===== src/rtl/mem_access_unit.sv =====
// Load/store unit: byte/half/word accesses to a word-wide data RAM.
// Ports: req/we/size/signExt/addr/wdata in; busy/done/err/rdata out; mem* to RAM.
module mem_access_unit #(
  parameter int MEM_WORDS = 64
) (
  input  logic        clk,
  input  logic        reset,
  input  logic        req,
  input  logic        we,
  input  logic [1:0]  size,
  input  logic        signExt,
  input  logic [31:0] addr,
  input  logic [31:0] wdata,
  output logic        busy,
  output logic        done,
  output logic        err,
  output logic [31:0] rdata,
  output logic [31:0] memAddress,
  output logic [31:0] memWriteData,
  output logic        memWrite,
  output logic        memRead,
  input  logic [31:0] memReadData
);

  localparam logic [31:0] LIMIT = 32'(MEM_WORDS);

  typedef enum logic [2:0] {
    IDLE, RD, WR, DONE, ERR
  } state_t;

  state_t      state;
  logic        lat_we;
  logic [1:0]  lat_size;
  logic        lat_sext;
  logic [1:0]  lat_off;
  logic [31:0] lat_wdata;
  logic [31:0] buffer;

  logic        bad;
  logic [7:0]  rd_byte;
  logic [15:0] rd_half;
  logic [31:0] loaded;
  logic [31:0] merged;

  always_comb begin
    unique case (size)
      2'b00:   bad = 1'b0;
      2'b01:   bad = addr[0];
      2'b10:   bad = addr[1:0] != 2'b00;
      default: bad = 1'b1;
    endcase
    if ({2'b00, addr[31:2]} >= LIMIT) bad = 1'b1;
  end

  // Little-endian lane extraction straight from the RAM read port
  always_comb begin
    rd_byte = memReadData[{lat_off, 3'b000} +: 8];
    rd_half = memReadData[{lat_off[1], 4'b0000} +: 16];
    unique case (lat_size)
      2'b00:   loaded = {{24{lat_sext & rd_byte[7]}}, rd_byte};
      2'b01:   loaded = {{16{lat_sext & rd_half[15]}}, rd_half};
      default: loaded = memReadData;
    endcase
  end

  // Sub-word stores merge into the word captured during RD
  always_comb begin
    merged = buffer;
    unique case (lat_size)
      2'b00:   merged[{lat_off, 3'b000} +: 8] = lat_wdata[7:0];
      2'b01:   merged[{lat_off[1], 4'b0000} +: 16] = lat_wdata[15:0];
      default: merged = lat_wdata;
    endcase
  end

  assign memWriteData = merged;

  always_ff @(posedge clk or negedge reset) begin
    if (!reset) begin
      state      <= IDLE;
      busy       <= 1'b0;
      done       <= 1'b0;
      err        <= 1'b0;
      memRead    <= 1'b0;
      memWrite   <= 1'b0;
      rdata      <= '0;
      memAddress <= '0;
      buffer     <= '0;
      lat_we     <= 1'b0;
      lat_size   <= 2'b00;
      lat_sext   <= 1'b0;
      lat_off    <= 2'b00;
      lat_wdata  <= '0;
    end else begin
      done     <= 1'b0;
      err      <= 1'b0;
      memRead  <= 1'b0;
      memWrite <= 1'b0;
      unique case (state)
        IDLE: begin
          if (req) begin
            lat_we     <= we;
            lat_size   <= size;
            lat_sext   <= signExt;
            lat_off    <= addr[1:0];
            lat_wdata  <= wdata;
            memAddress <= {2'b00, addr[31:2]};
            busy       <= 1'b1;
            unique case (1'b1)
              bad: begin
                state <= ERR;
                done  <= 1'b1;
                err   <= 1'b1;
              end
              !bad && we && size == 2'b10: begin
                state    <= WR;
                memWrite <= 1'b1;
              end
              default: begin
                state   <= RD;
                memRead <= 1'b1;
              end
            endcase
          end
        end
        RD: begin
          buffer <= memReadData;
          if (lat_we) begin
            state    <= WR;
            memWrite <= 1'b1;
          end else begin
            state <= DONE;
            done  <= 1'b1;
            rdata <= loaded;
          end
        end
        WR: begin
          state <= DONE;
          done  <= 1'b1;
        end
        DONE, ERR: begin
          state <= IDLE;
          busy  <= 1'b0;
        end
        default: begin
          state <= IDLE;
          busy  <= 1'b0;
        end
      endcase
    end
  end

endmodule


===== config.mk =====
export PLATFORM = sky130hd
export DESIGN_NAME = mem_access_unit
export DESIGN_NICKNAME = d
export VERILOG_FILES = /design/src/rtl/mem_access_unit.sv
export SDC_FILE = /design/constraint.sdc
export NUM_CORES = 1
export LEC_CHECK = 0
export CAP_MARGIN = 5
export CORE_AREA = 8 8 186 100
export DETAILED_ROUTE_END_ITERATION = 6
export DIE_AREA = 0 0 194 108
export PLACE_DENSITY = 0.77
export SETUP_SLACK_MARGIN = 0.02
export SLEW_MARGIN = 20
export SYNTH_ARGS = -nofsm -noshare
export SYNTH_HDL_FRONTEND = slang
export SYNTH_SLANG_ARGS = --single-unit

===== constraint.sdc =====
create_clock -name clk -period 7.9 [get_ports clk]
set_clock_uncertainty 0.05 [all_clocks]
set_input_delay 1.185 -clock clk [delete_from_list [all_inputs] [get_ports clk]]
set_output_delay 1.185 -clock clk [all_outputs]
set_load 0.03 [all_outputs]

## Word-level counts from Yosys, hierarchy flattened

Index checks and enable logic that the tools add are counted.

| word-level totals | value |
|---|---|
| register bits after elaboration | 140 |
| bits of input ports | 103 |
| output and inout bits | 101 |

| cells by class | value |
|---|---|
| $add $sub $neg | 2 |
| $lt $le $gt $ge | 1 |
| eq/ne operators | 6 |
| shift operators | 6 |
| mux-type cells | 24 |
| bitwise logic cells | 4 |
| reductions and logical operators | 12 |

Operators with widths:

| cell | count |
|---|---|
| one-hot mux 32 bit (2 select lines) | 2 |
| bitwise mux 32 bit | 2 |
| variable shift 16 x 7 -> 32 bit, first input constant | 1 |
| variable shift 8 x 7 -> 32 bit, first input constant | 1 |
| indexed part select 16 x 7 -> 32 bit | 1 |
| indexed part select 32 x 6 -> 16 bit | 1 |
| indexed part select 32 x 6 -> 8 bit | 1 |
| indexed part select 8 x 7 -> 32 bit | 1 |
| greater-or-equal comparator 30 x 7 -> 1 bit, second input constant | 1 |
| negation 5 -> 7 bit | 2 |
| 2-to-1 mux 1 bit | 13 |
| one-hot mux 3 bit (3 select lines) | 1 |
| one-hot mux 1 bit (3 select lines) | 2 |
| one-hot mux 3 bit (2 select lines) | 1 |
| AND reduction 2 bit | 3 |
| == test 2 x 1 -> 1 bit, second input constant | 2 |
| zero test 2 bit | 2 |
| one-hot mux 1 bit (2 select lines) | 2 |
| OR reduction 2 bit | 2 |
| == test 3 x 1 -> 1 bit, second input constant | 1 |
| == test 3 x 2 -> 1 bit, second input constant | 1 |
| zero test 3 bit | 1 |
| 2-to-1 mux 3 bit | 1 |
| bitwise AND 1 bit | 2 |
| 6 further kinds | 8 |

## Depth between registers and ports, before layout

| logic depth | value |
|---|---|
| depth after elaboration | 10 |
| mapped depth | 9 |
| depth with buffers taken out | 6 |

## Least setup slack after synthesis

OpenSTA, ideal clock, no wires.

| timing path | value |
|---|---|
| path type | reg2out |
| start | register lat_off[1] |
| end | output memWriteData[16] |
| data arrival time | 2745 ps |
| required time | 6665 ps |
| setup slack | 3920 ps |
| cell stages (with the launch flop) | 9 |
| buffers on the path | 2 |
| path through | dfrtp_1 > buf_2 > buf_2 > inv_1 > ha_1 > nor4bb_1 > a21bo_2 > a22oi_1 > o21ai_0 |

| on the way | value |
|---|---|
| cells in the longest elaborated chain, start to end | 4 |

RTL lines:

| what | line | text |
|---|---|---|
| from (decl) | 35 | `logic [1:0] lat_off;` |
| from (signal assigned) | 105 | `lat_off <= addr[1:0];` |
| negation 5 -> 7 bit (on tied branches) | 71, 70 |  |
| indexed part select 16 x 7 -> 32 bit, or another cell as far along | 71 | `2'b01: merged[{lat_off[1], 4'b0000} +: 16] = lat_wdata[15:0];` |
| bitwise mux 32 bit (on tied branches) | 71, 70 |  |
| one-hot mux 32 bit (2 select lines) (*) | 69 | `unique case (lat_size)` |
| to (decl) | 19 | `output logic [31:0] memWriteData,` |

Every way passes the cells marked *; elsewhere a longest branch is shown, timed or not.

## Worst setup path after layout

| timing path | value |
|---|---|
| start | register lat_off[1] |
| end | output memWriteData[21] |

The elaborated chain is that of the path after synthesis.

==> results.sh <==
export IMPL_port_buffers=201
export IMPL_fin_crit_ns=5.787
export IMPL_initial_utilization_pct=43.91
export IMPL_postCtsSetupBuffers=0
export IMPL_max_cap_violations=0
export IMPL_path_max_fanout=47
export IMPL_rsz0062_at_grt="false"
export IMPL_r2r_cells=3
export IMPL_drcViolationCount=0
export IMPL_cellLeakagePower_uw=0.003963
export IMPL_dp_hpwl_um=16550
export IMPL_slew_violations=0
export IMPL_clockBufferDepth=2
export IMPL_grt_usage_pct=22.11
export IMPL_yosysSeqAreaShare_pct=50.06
export IMPL_netlist_area_mm2=0.006998
export IMPL_layout_common_cells="clkdlybuf4s50_1, dfrtp_1, mux2_2, nand2_1, a21oi_1"
export IMPL_crit_type="reg -> out"
export IMPL_synth_top_cell_by_area="dfrtp_1"
export IMPL_postRouteAntennaNets=0
export IMPL_clk_pin_slew_ns=0.06
export IMPL_fin_nets=928
export IMPL_wl_per_cell_um=22.00
export IMPL_via_per_inst=5.754
export IMPL_finalHoldViolations=0
export IMPL_cts_root_buffer="clkbuf_16"
export IMPL_drtPass1Iterations=5
export IMPL_cts_resized=0
export IMPL_yosysWarnings=0
export IMPL_synth_edf_count=0
export IMPL_min_delay_start="rdata[7]"
export IMPL_hold_ws_ns=0.4315
export IMPL_clock_fmax_ghz=0.1728
export IMPL_core_area_mm2=0.01594
export IMPL_nFillCells=1316
export IMPL_drt_iter0_drc=477
export IMPL_netlist_instances=640
export IMPL_grt_pass1_vias=6080
export IMPL_syn_area_per_cell_um2=10.93
export IMPL_num_antenna_cells=0
export IMPL_totalWireLength_um=22940
export IMPL_vdd_drop_max_v=0.0001602
export IMPL_finalInstanceArea_mm2=0.009691
export IMPL_final_common_cell="clkdlybuf4s50_1"
export IMPL_cts_made_buffers=17
export IMPL_ys_ff_latch=140
export IMPL_netlist_area_leader_share_pct=50.06
export IMPL_setup_ws_ns=2.113
export IMPL_place_area_mm2=0.009120
export IMPL_h_tree_depth=4
export IMPL_grt_max_degree=74
export IMPL_syn_to_final_growth_pct=38.48
export IMPL_hold_class="reg -> reg"
export IMPL_fin_util_pct=60.80
export IMPL_cts_sinks=140
export IMPL_status="completed"
export IMPL_hold_buffers=0
export IMPL_worst_slew_pin_slew_ns=1.047
export IMPL_r2r_end="rdata[27]"
export IMPL_multi_input_area_mm2=0.003237
export IMPL_worstSkewPairLatency_ns=0.42
export IMPL_top_level_ports=204
export IMPL_slew_limit_headroom_pct=30.21
export IMPL_synth_area_top_cells="dfrtp_1, mux2_2, nand2_1"
export IMPL_crit_path_end_kind="output pin"
export IMPL_die_area_mm2=0.02095
export IMPL_setup_violations=0
export IMPL_die_w_um=194
export IMPL_required_ns=6.66
export IMPL_critPathCapture="memWriteData[21]"
export IMPL_gp_congestion=0.8292
export IMPL_num_rows=33
export IMPL_die_h_um=108
export IMPL_period_share_pct=73.25
export IMPL_crit_path_start="lat_off[1]"
export IMPL_ys_flop_type="dfrtp_1"
export IMPL_num_vias=6001
export IMPL_cellPowerDensity_mw_per_mm2=233.5
export IMPL_r2r_start="lat_off[1]"
export IMPL_reg2reg_slack_ns=5.24
export IMPL_setup_tns_ns=0
export IMPL_layout_drive_gt1_share_pct=17.89
export IMPL_worstSetupStartpointType="flop"
export IMPL_synth_cell_types=49
export IMPL_cts_tree="built"
export IMPL_grt_pass1_wl_um=36310
export IMPL_async_flop_share_pct=100.0
export IMPL_post_place_ws_ns=2.693
export IMPL_ff_latch_area_mm2=0.003506
export IMPL_antenna_found_initial=1
export IMPL_cp_arrival_ns=4.55
export IMPL_grt_overflow=0
[layout make-up]
| type | count | share of cell area, % |
|---|---|---|
| clock buffer | 21 | 4.751 |
| timing repair buffer | 208 | 21.32 |
| tap | 210 | 2.711 |
| clock inverter | 11 | 0.9813 |
| inverter | 17 | 0.6585 |
| multi-input combinational | 436 | 33.40 |
| sequential | 140 | 36.18 |
[metal layers]
metal / vias up / GRT usage, % / part of all wire [%]
met4: 2 / 5.637 / 0.95
met2: 273 / 30.95 / 42
met3: 26 / 9.020 / 12
met5: - / 0 / 0.048
met1: 2998 / 31.30 / 46
li1: 2702 / - / -
[per-stage QoR]
stage	std cells	total power [uW]
4_1_cts	1043	2272
5_1_grt	1043	2359
2_1_floorplan	641	1222
3_5_place_dp	1011	1513
6_report	1043	2263
3_3_place_gp	1011	1505
[flip-flops by register name (all words and copies together), names as in the netlist]
signal / cells
state: 3
rdata: 32
memRead: 1
memWrite: 1
buffer: 32
lat_off: 2
lat_wdata: 32
lat_we: 1
busy: 1
lat_sext: 1
done: 1
err: 1
lat_size: 2
memAddress: 30
[report_power, final]
part	leakage, uW	switching [uW]	internal [uW]	total [uW]
Combinational	0.00204	356	295	651
Clock	0.000269	309	447	756
Sequential	0.00165	68.8	786	855
[cell usage after synthesis, types with 7 or more instances]
library cell	n
nor2_1	26
a22oi_1	7
nor4_1	7
nand2_1	66
or3_1	7
clkbuf_1	24
mux2i_1	11
o21ai_0	41
nor2b_1	13
mux2_2	93
mux4_2	8
dfrtp_1	140
a221o_1	21
nand3_1	33
a21oi_1	44
buf_2	18
inv_1	15
a22o_1	16
[how the worst min path moves through the flow]
stage	to	slack (ns)	depth (start not counted)
floorplan	lat_wdata[16]	0.43	1
global placement	rdata[7]	0.41	2
detailed placement	rdata[7]	0.42	2
CTS	rdata[7]	0.44	2
global route	memAddress[18]	0.47	1
finish	rdata[7]	0.43	2
[worst max-delay path: stages, from the launching register on]
cell	delay, ns
dfrtp_2	1.06
inv_1	0.31
ha_1	0.49
nor4bb_1	0.83
a21bo_2	0.36
a22oi_1	0.11
o21ai_0	0.24
clkdlybuf4s50_1	0.72
[logic make-up after synthesis]
family / after synthesis / synth area share, %
and+or+nand+nor: 171 / 11.94
AOI/OAI and AO/OA: 145 / 13.62
DFF: 140 / 50.06
muxes: 112 / 19.11
buffers and inverters: 65 / 4.184
adders and majority gates: 5 / 0.8940
other: 1 / 0.05359
xor gates and xnor gates: 1 / 0.1252
Power figures use the tool's default switching activity.
